## config.mk

```make
export PLATFORM = sky130hd
export DESIGN_NAME = fmps_test_link_reader
export DESIGN_NICKNAME = d
export VERILOG_FILES = /design/src/rtl/fmps_test_link_reader.sv
export SDC_FILE = /design/constraint.sdc
export NUM_CORES = 1
export LEC_CHECK = 0
export CORE_UTILIZATION = 36
export DETAILED_ROUTE_END_ITERATION = 10
export PLACE_DENSITY_LB_ADDON = 0.3
export SLEW_MARGIN = 20
export SYNTH_ARGS = -nofsm -noshare
export SYNTH_HDL_FRONTEND = slang
export SYNTH_SLANG_ARGS = --single-unit
```

## constraint.sdc

```tcl
create_clock -name auroraUserClk -period 7.94 [get_ports auroraUserClk]
set_input_delay 1.588 -clock auroraUserClk [delete_from_list [all_inputs] [get_ports auroraUserClk]]
set_output_delay 1.588 -clock auroraUserClk [all_outputs]
set_load 0.02 [all_outputs]
```

## src/rtl/fmps_test_link_reader.sv

```systemverilog
// Receive side of the FMPS test link (auroraUserClk domain).
// Parses header/payload beats from the Aurora RX stream, validates magic and length,
// emits registered packet/status strobes and keeps per-FA-cycle statistics.
module fmps_test_link_reader #(
    parameter int unsigned            MAGIC_WIDTH     = 16,
    parameter int unsigned            MAGIC_START_BIT = 16,
    parameter logic [MAGIC_WIDTH-1:0] HEADER_MAGIC    = 16'hB6CF,
    parameter int unsigned            INDEX_WIDTH     = 5,
    parameter int unsigned            INDEX_START_BIT = 10,
    parameter int unsigned            NUM_DATA_WORDS  = 1,
    parameter int unsigned            CNT_WIDTH       = 8
) (
    input  logic                          auroraUserClk,
    input  logic                          auroraReset,
    input  logic                          auroraChannelUp,
    input  logic                          auroraFAstrobe,
    input  logic [31:0]                   RX_tdata,
    input  logic                          RX_tvalid,
    input  logic                          RX_tlast,
    output logic                          packetStrobe,
    output logic [INDEX_WIDTH-1:0]        packetIndex,
    output logic [32*NUM_DATA_WORDS-1:0]  packetData,
    output logic                          statusStrobe,
    output logic [1:0]                    statusCode,
    output logic [CNT_WIDTH-1:0]          cycleGoodCount,
    output logic [CNT_WIDTH-1:0]          cycleErrCount,
    output logic [(2**INDEX_WIDTH)-1:0]   cycleIndexBitmap
);

    localparam int unsigned DATA_W   = 32 * NUM_DATA_WORDS;
    localparam int unsigned BITMAP_W = 2 ** INDEX_WIDTH;
    localparam int unsigned WC_W     = (NUM_DATA_WORDS > 1) ? $clog2(NUM_DATA_WORDS) : 1;
    localparam logic [WC_W-1:0] LAST_WORD = WC_W'(NUM_DATA_WORDS - 1);

    typedef enum logic [1:0] {
        S_HEADER = 2'd0,
        S_DATA   = 2'd1,
        S_DRAIN  = 2'd2
    } state_t;

    typedef enum logic [1:0] {
        ST_OK        = 2'd0,
        ST_BAD_MAGIC = 2'd1,
        ST_SHORT     = 2'd2,
        ST_LONG      = 2'd3
    } status_t;

    state_t                   state_q, state_d;
    logic [WC_W-1:0]          word_cnt_q, word_cnt_d;
    logic [INDEX_WIDTH-1:0]   hdr_index_q, hdr_index_d;
    logic [DATA_W-1:0]        buf_q, buf_d;

    logic                     pkt_strobe_q, pkt_strobe_d;
    logic [INDEX_WIDTH-1:0]   pkt_index_q, pkt_index_d;
    logic [DATA_W-1:0]        pkt_data_q, pkt_data_d;
    logic                     status_strobe_q, status_strobe_d;
    status_t                  status_code_q, status_code_d;

    logic [CNT_WIDTH-1:0]     live_good_q, live_good_d;
    logic [CNT_WIDTH-1:0]     live_err_q, live_err_d;
    logic [BITMAP_W-1:0]      live_bitmap_q, live_bitmap_d;
    logic [CNT_WIDTH-1:0]     cyc_good_q, cyc_good_d;
    logic [CNT_WIDTH-1:0]     cyc_err_q, cyc_err_d;
    logic [BITMAP_W-1:0]      cyc_bitmap_q, cyc_bitmap_d;

    logic                     beat;
    logic                     magic_ok;
    logic [INDEX_WIDTH-1:0]   rx_index;
    logic                     last_word;
    logic                     ev_done;
    status_t                  ev_code;
    logic                     ev_good;
    logic [CNT_WIDTH-1:0]     good_base;
    logic [CNT_WIDTH-1:0]     err_base;
    logic [BITMAP_W-1:0]      bitmap_base;

    // A beat only counts while the channel is up.
    assign beat      = auroraChannelUp & RX_tvalid;
    assign magic_ok  = (RX_tdata[MAGIC_START_BIT +: MAGIC_WIDTH] == HEADER_MAGIC);
    assign rx_index  = RX_tdata[INDEX_START_BIT +: INDEX_WIDTH];
    assign last_word = (word_cnt_q == LAST_WORD);

    // FSM state register.
    always_ff @(posedge auroraUserClk) begin
        if (auroraReset) begin
            state_q <= S_HEADER;
        end else begin
            state_q <= state_d;
        end
    end

    // Next-state logic: packet framing; channel loss abandons any packet.
    always_comb begin
        state_d = state_q;
        if (!auroraChannelUp) begin
            state_d = S_HEADER;
        end else if (RX_tvalid) begin
            unique case (state_q)
                S_HEADER: begin
                    if (!magic_ok) begin
                        state_d = RX_tlast ? S_HEADER : S_DRAIN;
                    end else if (!RX_tlast) begin
                        state_d = S_DATA;
                    end
                end
                S_DATA: begin
                    if (RX_tlast) begin
                        state_d = S_HEADER;
                    end else if (last_word) begin
                        state_d = S_DRAIN;
                    end
                end
                S_DRAIN: begin
                    if (RX_tlast) begin
                        state_d = S_HEADER;
                    end
                end
                default: state_d = S_HEADER;
            endcase
        end
    end

    // Output logic: decide packet outcome, capture payload, update strobes and statistics.
    always_comb begin
        ev_done     = 1'b0;
        ev_code     = ST_OK;
        word_cnt_d  = word_cnt_q;
        hdr_index_d = hdr_index_q;
        buf_d       = buf_q;

        if (beat) begin
            unique case (state_q)
                S_HEADER: begin
                    hdr_index_d = rx_index;
                    word_cnt_d  = '0;
                    if (!magic_ok) begin
                        ev_done = 1'b1;
                        ev_code = ST_BAD_MAGIC;
                    end else if (RX_tlast) begin
                        ev_done = 1'b1;
                        ev_code = ST_SHORT;
                    end
                end
                S_DATA: begin
                    for (int unsigned w = 0; w < NUM_DATA_WORDS; w++) begin
                        if (word_cnt_q == WC_W'(w)) begin
                            buf_d[w*32 +: 32] = RX_tdata;
                        end
                    end
                    word_cnt_d = word_cnt_q + WC_W'(1);
                    if (RX_tlast) begin
                        ev_done = 1'b1;
                        ev_code = last_word ? ST_OK : ST_SHORT;
                    end else if (last_word) begin
                        ev_done = 1'b1;
                        ev_code = ST_LONG;
                    end
                end
                S_DRAIN: ;
                default: ;
            endcase
        end

        ev_good = ev_done && (ev_code == ST_OK);

        pkt_strobe_d    = ev_good;
        status_strobe_d = ev_done;
        status_code_d   = ev_done ? ev_code : status_code_q;
        pkt_index_d     = ev_good ? hdr_index_q : pkt_index_q;
        // buf_d already contains the final word written this beat.
        pkt_data_d      = ev_good ? buf_d : pkt_data_q;

        // An FA strobe rolls live stats into the cycle outputs; an event decided in the
        // same cycle is then applied on top of the cleared live values.
        cyc_good_d   = auroraFAstrobe ? live_good_q   : cyc_good_q;
        cyc_err_d    = auroraFAstrobe ? live_err_q    : cyc_err_q;
        cyc_bitmap_d = auroraFAstrobe ? live_bitmap_q : cyc_bitmap_q;
        good_base    = auroraFAstrobe ? '0 : live_good_q;
        err_base     = auroraFAstrobe ? '0 : live_err_q;
        bitmap_base  = auroraFAstrobe ? '0 : live_bitmap_q;

        live_good_d   = good_base;
        live_err_d    = err_base;
        live_bitmap_d = bitmap_base;
        if (ev_good) begin
            live_bitmap_d[hdr_index_q] = 1'b1;
            if (good_base != '1) begin
                live_good_d = good_base + CNT_WIDTH'(1);
            end
        end else if (ev_done) begin
            if (err_base != '1) begin
                live_err_d = err_base + CNT_WIDTH'(1);
            end
        end
    end

    // Datapath and output registers.
    always_ff @(posedge auroraUserClk) begin
        if (auroraReset) begin
            word_cnt_q      <= '0;
            hdr_index_q     <= '0;
            buf_q           <= '0;
            pkt_strobe_q    <= 1'b0;
            pkt_index_q     <= '0;
            pkt_data_q      <= '0;
            status_strobe_q <= 1'b0;
            status_code_q   <= ST_OK;
            live_good_q     <= '0;
            live_err_q      <= '0;
            live_bitmap_q   <= '0;
            cyc_good_q      <= '0;
            cyc_err_q       <= '0;
            cyc_bitmap_q    <= '0;
        end else begin
            word_cnt_q      <= word_cnt_d;
            hdr_index_q     <= hdr_index_d;
            buf_q           <= buf_d;
            pkt_strobe_q    <= pkt_strobe_d;
            pkt_index_q     <= pkt_index_d;
            pkt_data_q      <= pkt_data_d;
            status_strobe_q <= status_strobe_d;
            status_code_q   <= status_code_d;
            live_good_q     <= live_good_d;
            live_err_q      <= live_err_d;
            live_bitmap_q   <= live_bitmap_d;
            cyc_good_q      <= cyc_good_d;
            cyc_err_q       <= cyc_err_d;
            cyc_bitmap_q    <= cyc_bitmap_d;
        end
    end

    assign packetStrobe     = pkt_strobe_q;
    assign packetIndex      = pkt_index_q;
    assign packetData       = pkt_data_q;
    assign statusStrobe     = status_strobe_q;
    assign statusCode       = status_code_q;
    assign cycleGoodCount   = cyc_good_q;
    assign cycleErrCount    = cyc_err_q;
    assign cycleIndexBitmap = cyc_bitmap_q;

endmodule

```

# Yosys cells after proc, flatten, opt, wreduce, memory -nomap -nowiden

Cells that the tools add are included.

Register bits: 177
Input bits: 38
Logic and storage cells: 75

Add/subtract/negate cells: 3
$lt $le $gt $ge: 2
Eq/ne operators: 8
Multiplexer cells: 35
Bitwise gates (word level): 3
Reductions and logical operators: 9

Operators with widths:

| cell                                                                  | count |
|---|---|
| 32-bit two-way mux                                                    | 5 |
| 8-bit two-way mux                                                     | 7 |
| 32-bit OR                                                             | 1 |
| 2-bit two-way mux                                                     | 12 |
| 8-bit by 1-bit adder with 8-bit output, second input constant         | 2 |
| 16-bit equality test, second input constant                           | 1 |
| 8-bit != test, second input constant                                  | 2 |
| 5-bit by 6-bit < comparator with 1-bit output, second input constant  | 1 |
| 1-bit two-way mux                                                     | 6 |
| 3-bit != test, second input constant                                  | 2 |
| 2-bit one-hot mux with 3 select lines                                 | 1 |
| 1-bit demux with 5-bit select                                         | 1 |
| 5-bit by 1-bit >= comparator with 1-bit output, second input constant | 1 |
| 2-bit logical NOT                                                     | 2 |
| 1-bit one-hot mux with 2 select lines                                 | 2 |
| 2-bit one-hot mux with 2 select lines                                 | 1 |
| 2-bit AND reduction                                                   | 2 |
| 4-bit AND reduction                                                   | 1 |
| 2-bit by 1-bit equality test with 1-bit output, second input constant | 1 |
| 2-bit equality test, second input constant                            | 1 |
| 1-bit logical AND                                                     | 2 |
| 2-bit != test, second input constant                                  | 1 |
| 2-bit nonzero test                                                    | 1 |
| 2-bit OR reduction                                                    | 1 |
| other kinds (3)                                                       | 3 |

# Depth between registers and ports, before layout

Depth in word-level cells: 7
Depth in mapped cells: 12
Gate-level depth less buffers: 8

# Worst setup path after synthesis

OpenSTA, ideal clock, no wires.

Path type: in2reg
From: in auroraFAstrobe
To: reg live_good_q[2]
Arrival time: 3838 ps
Setup slack: 3986 ps
Stages on the path: 12
Path through: clkbuf_1 -> clkbuf_1 -> buf_1 -> nor2b_1 -> ha_1 -> nand4b_1 -> nor2_1 -> nand3_1 -> and4_4 -> buf_6 -> a2111oi_4 -> a31o_1

Cells in the longest elaborated chain, start to end: 4
Elaborated cells on any way between the ends: 5
Those cells by class: 1 x add/sub; 1 x eq/ne; 3 x mux

RTL lines:

| element                                                                 | line     | source |
|---|---|---|
| from (decl)                                                             | 16       | `input logic auroraFAstrobe,` |
| 8-bit two-way mux (*)                                                   | 178      | `good_base = auroraFAstrobe ? '0 : live_good_q;` |
| 8-bit by 1-bit adder with 8-bit output or 8-bit != test (tied branches) | 188, 187 |  |
| 8-bit two-way mux                                                       | 187      | `if (good_base != '1) begin` |
| 8-bit two-way mux (*)                                                   | 185      | `if (ev_good) begin` |
| to (signal assigned)                                                    | 223      | `live_good_q <= live_good_d;` |
| to (decl)                                                               | 59       | `logic [CNT_WIDTH-1:0] live_good_q, live_good_d;` |

Mark *: on every way between the ends. The rest lies on a longest branch, timed or not.
A chain may end at the register's enable or synchronous reset.

# Final worst setup path

From: in RX_tlast
To: reg live_bitmap_q[9]

Cells in the longest elaborated chain, start to end: 7
Elaborated cells on any way between the ends: 13
Those cells by class: 11 x mux; 2 x reduce/logical

RTL lines:

| element                               | line | source |
|---|---|---|
| from (decl)                           | 19   | `input logic RX_tlast,` |
| 2-bit two-way mux                     | 139  | `end else if (RX_tlast) begin` |
| 2-bit two-way mux                     | 136  | `if (!magic_ok) begin` |
| 2-bit one-hot mux with 2 select lines | 132  | `unique case (state_q)` |
| 2-bit two-way mux                     | 131  | `if (beat) begin` |
| 2-bit logical NOT                     | 164  | `ev_good = ev_done && (ev_code == ST_OK);` |
| 1-bit logical AND (*)                 | 164  |  |
| 32-bit two-way mux (*)                | 185  |  |
| to (signal assigned)                  | 225  | `live_bitmap_q <= live_bitmap_d;` |
| to (decl)                             | 61   | `logic [BITMAP_W-1:0] live_bitmap_q, live_bitmap_d;` |

Marked as above.

==> flow_metrics.env <==
export IMPL_status="finished with violations"
export IMPL_violations="design-rule violations"
export IMPL_wl_met2_um=6980
export IMPL_dpl_cell_area_um2=8077
export IMPL_hold_depth=2
export IMPL_tightestPinTransition_ns=0.8899
export IMPL_viasPerCell=4.898
export IMPL_synth_ff_type="dfxtp_1"
export IMPL_min_period_over_period=0.5105
export IMPL_via_count=5344
export IMPL_wirelength_um=15910
export IMPL_worst_clock_skew_ns=0.01362
export IMPL_slowest_stage="and3_2"
export IMPL_crit_type="in2reg"
export IMPL_routed_wl_met3_um=1029
export IMPL_numPortBuffers=126
export IMPL_fp_dieArea_um2=19180
export IMPL_crit_cells=9
export IMPL_critPathRequiredTime_ns=8.29
export IMPL_core_um2=18090
export IMPL_wl_per_cell_um=14.59
export IMPL_dr_max_layer_used="met4"
export IMPL_ys_ff_latch=177
export IMPL_cts_sinks=177
export IMPL_hold_end="packetData[25]$_SDFFE_PP0P_"
export IMPL_slew_headroom=0.4068
export IMPL_cts_buffers=17
export IMPL_crit_buf_inv=2
export IMPL_final_antenna_net_count=0
export IMPL_setup_slack_ns=3.887
export IMPL_yosys_area_top_type="dfxtp_1"
export IMPL_powerDensity_nw_per_um2=211.8
export IMPL_final_area_um2=8695
export IMPL_r2r_end="live_bitmap_q[9]$_SDFF_PP0_"
export IMPL_num_antenna_cells=0
export IMPL_endpoint_kind="flop"
export IMPL_synth_cell_types=63
export IMPL_gp_congestion=0.7784
export IMPL_crit_family="simple AND/OR/NAND/NOR gates"
export IMPL_root_buffer="clkbuf_16"
export IMPL_ir_worst_vdd_v=0.0001478
export IMPL_dp_hpwl_um=10280
export IMPL_worstPathArrival_ns=4.40
export IMPL_drive_gt1_frac=0.07773
export IMPL_nets=891
export IMPL_reg2reg_depth=6
export IMPL_drc=18
export IMPL_holdBufCountCts=0
export IMPL_cts_setup_buffers=0
export IMPL_m1WireLength_um=7833
export IMPL_synth_top_area_share=0.5284
export IMPL_cp_slowest_stage_delay_ns=0.83
export IMPL_grt_overflow=0
export IMPL_cpMostUsedCell="o21ai_0"
export IMPL_drv_cap=0
export IMPL_area_growth_synth_to_final_pct=29.65
export IMPL_track_usage=0.1707
export IMPL_min_path_type="reg2reg"
export IMPL_grt_pass1_wl_um=26360
export IMPL_firstDrtPassIters=8
export IMPL_min_from="packetData[25]$_SDFFE_PP0P_"
export IMPL_cp_start_kind="input pin"
export IMPL_clock_path_buffers=2
export IMPL_post_route_min_period_ns=4.053
export IMPL_p_leak_nw=3.324
export IMPL_hold_viol=0
export IMPL_slew_viol_final=0
export IMPL_grt_max_degree=60
export IMPL_clk_pin_slew_worst_paths_ns=0.07
export IMPL_path_cells="clkdlybuf4s50_1 -> inv_1 -> ha_1 -> nand2_1 -> o21ai_0 -> o22ai_2 -> and3_2 -> nand3b_1 -> o21ai_0"
export IMPL_seq_area_frac_synth=0.5284
export IMPL_ios=127
export IMPL_rows=49
export IMPL_fin_tns_setup_ns=0
export IMPL_syn_num_nets=791
export IMPL_antenna_found_initial=0
export IMPL_drt_initial_drc_count=276
export IMPL_worstSkewPairLatency_ns=0.43
export IMPL_synthTopCellsByArea="dfxtp_1 53%, nand2_1 10%, mux2i_1 7.5%"
export IMPL_r2r_start="state_q[0]$_SDFFE_PP0P_"
export IMPL_dieWidth_um=138.5
export IMPL_avgSynthCellArea_um2=8.954
export IMPL_syn_area_um2=6706
export IMPL_cts_tree="built"
export IMPL_max_freq_ghz=0.2467
export IMPL_syn_inst=749
export IMPL_setup_viol=0
export IMPL_initial_core_util=0.3708
export IMPL_async_reset_ff_frac=0
export IMPL_cts_resized=0
export IMPL_grt_pass1_vias=5119
export IMPL_cts_max_level=4
export IMPL_rrSetupSlack_ns=5.30
export IMPL_rsz0062_at_grt="no"
export IMPL_die_y_um=138.5
export IMPL_synth_edf_count=0
export IMPL_pre_cts_slack_ns=3.416
export IMPL_yosys_warnings=0
export IMPL_cp_max_fo=42
[cell usage after synthesis (4+ instances only)]
master,n
a21oi_1,53
a22o_1,11
and3_1,8
buf_2,9
clkbuf_1,37
dfxtp_1,177
ha_1,4
inv_1,10
mux2i_1,50
nand2_1,180
nand3_1,40
nand4_1,8
nor2_1,64
nor2b_1,8
nor3_1,6
o21ai_0,19
o21ai_2,5
[registers in the layout (all words and copies together) (netlist names), 8 cells and up]
signal,count
buf_q,32
cycleErrCount,8
packetData,32
live_good_q,8
cycleIndexBitmap,32
live_bitmap_q,32
live_err_q,8
cycleGoodCount,8
[logic make-up (layout without fill, tap and decap cells)]
logic type / Yosys count / count (layout) / share of synthesized area
flops: 177 / 177 / 0.5284
compound gates: 110 / 110 / 0.1067
buf+inv: 62 / 175 / 0.03974
mux: 51 / 51 / 0.07631
xor+xnor: 4 / 4 / 0.005225
fa+ha+maj: 4 / 4 / 0.007463
simple gates: 341 / 341 / 0.2362
[layout make-up]
class | instances | area [µm²]
flip-flops and latches | 177 | 3543
inverters | 11 | 41.29
multi-input cells | 510 | 2907
clock inverters | 15 | 192.7
clock buffers | 17 | 425.4
fillers | 1716 | 9392
well taps | 229 | 286.5
repair buffers | 132 | 1299
[routing by layer]
| metal | global-route usage | up-vias |
|---|---|---|
| li1 | - | 2734 |
| met1 | 0.2290 | 2481 |
| met2 | 0.2589 | 125 |
| met3 | 0.05888 | 4 |
| met4 | 0.04790 | 0 |
| met5 | 0 | - |
[where the power goes]
part | internal (W) | switching [W] | leakage, nW
Clock | 0.000481 | 0.000386 | 0.304
Combinational | 0.0000338 | 0.0000453 | 1.59
Sequential | 0.000891 | 0.00000500 | 1.43
Total | 0.00141 | 0.000436 | 3.32
[how the worst max path moves through the flow]
| stage | from | endpoint | slack [ns] |
|---|---|---|---|
| finish | RX_tlast | live_bitmap_q[9]$_SDFF_PP0_ | 3.89 |
| detailed placement | RX_tlast | live_bitmap_q[9]$_SDFF_PP0_ | 3.42 |
| global route | RX_tlast | live_bitmap_q[9]$_SDFF_PP0_ | 3.60 |
| global placement | RX_tlast | live_bitmap_q[9]$_SDFF_PP0_ | 3.56 |
| floorplan | auroraFAstrobe | live_good_q[2]$_SDFF_PP0_ | 3.99 |
| CTS | RX_tlast | live_bitmap_q[9]$_SDFF_PP0_ | 3.86 |
[placed cells by master, fill, tap and decap left out, types with 11 or more instances in the layout]
cell             count
a21oi_1             53
a22o_1              11
clkbuf_16           17
clkdlybuf4s50_1    124
dfxtp_1            177
mux2i_1             50
nand2_1            180
nand3_1             40
nor2_1              63
o21ai_0             19
[stage by stage]
step	hold WS, ns	instances	power [W]	util
after floorplan	0.4248	749	0.0009604	-
after global placement	0.4385	1059	0.0009958	0.4465
after detailed placement	0.4442	1059	0.0009959	0.4466
after CTS	0.4582	1091	0.001863	0.4807
after global routing	0.4752	1091	0.001912	0.4807
final	0.4538	1091	0.001842	0.4807
[worst register-to-register path, cell delays in order, from the launching register on]
cell and delay (ns):
dfxtp_1 0.37, inv_1 0.32, nand2b_4 0.13, o22ai_2 0.34, and3_2 0.83, nand3b_1 0.33
o21ai_0 0.24
Power figures use the tool's default switching activity.
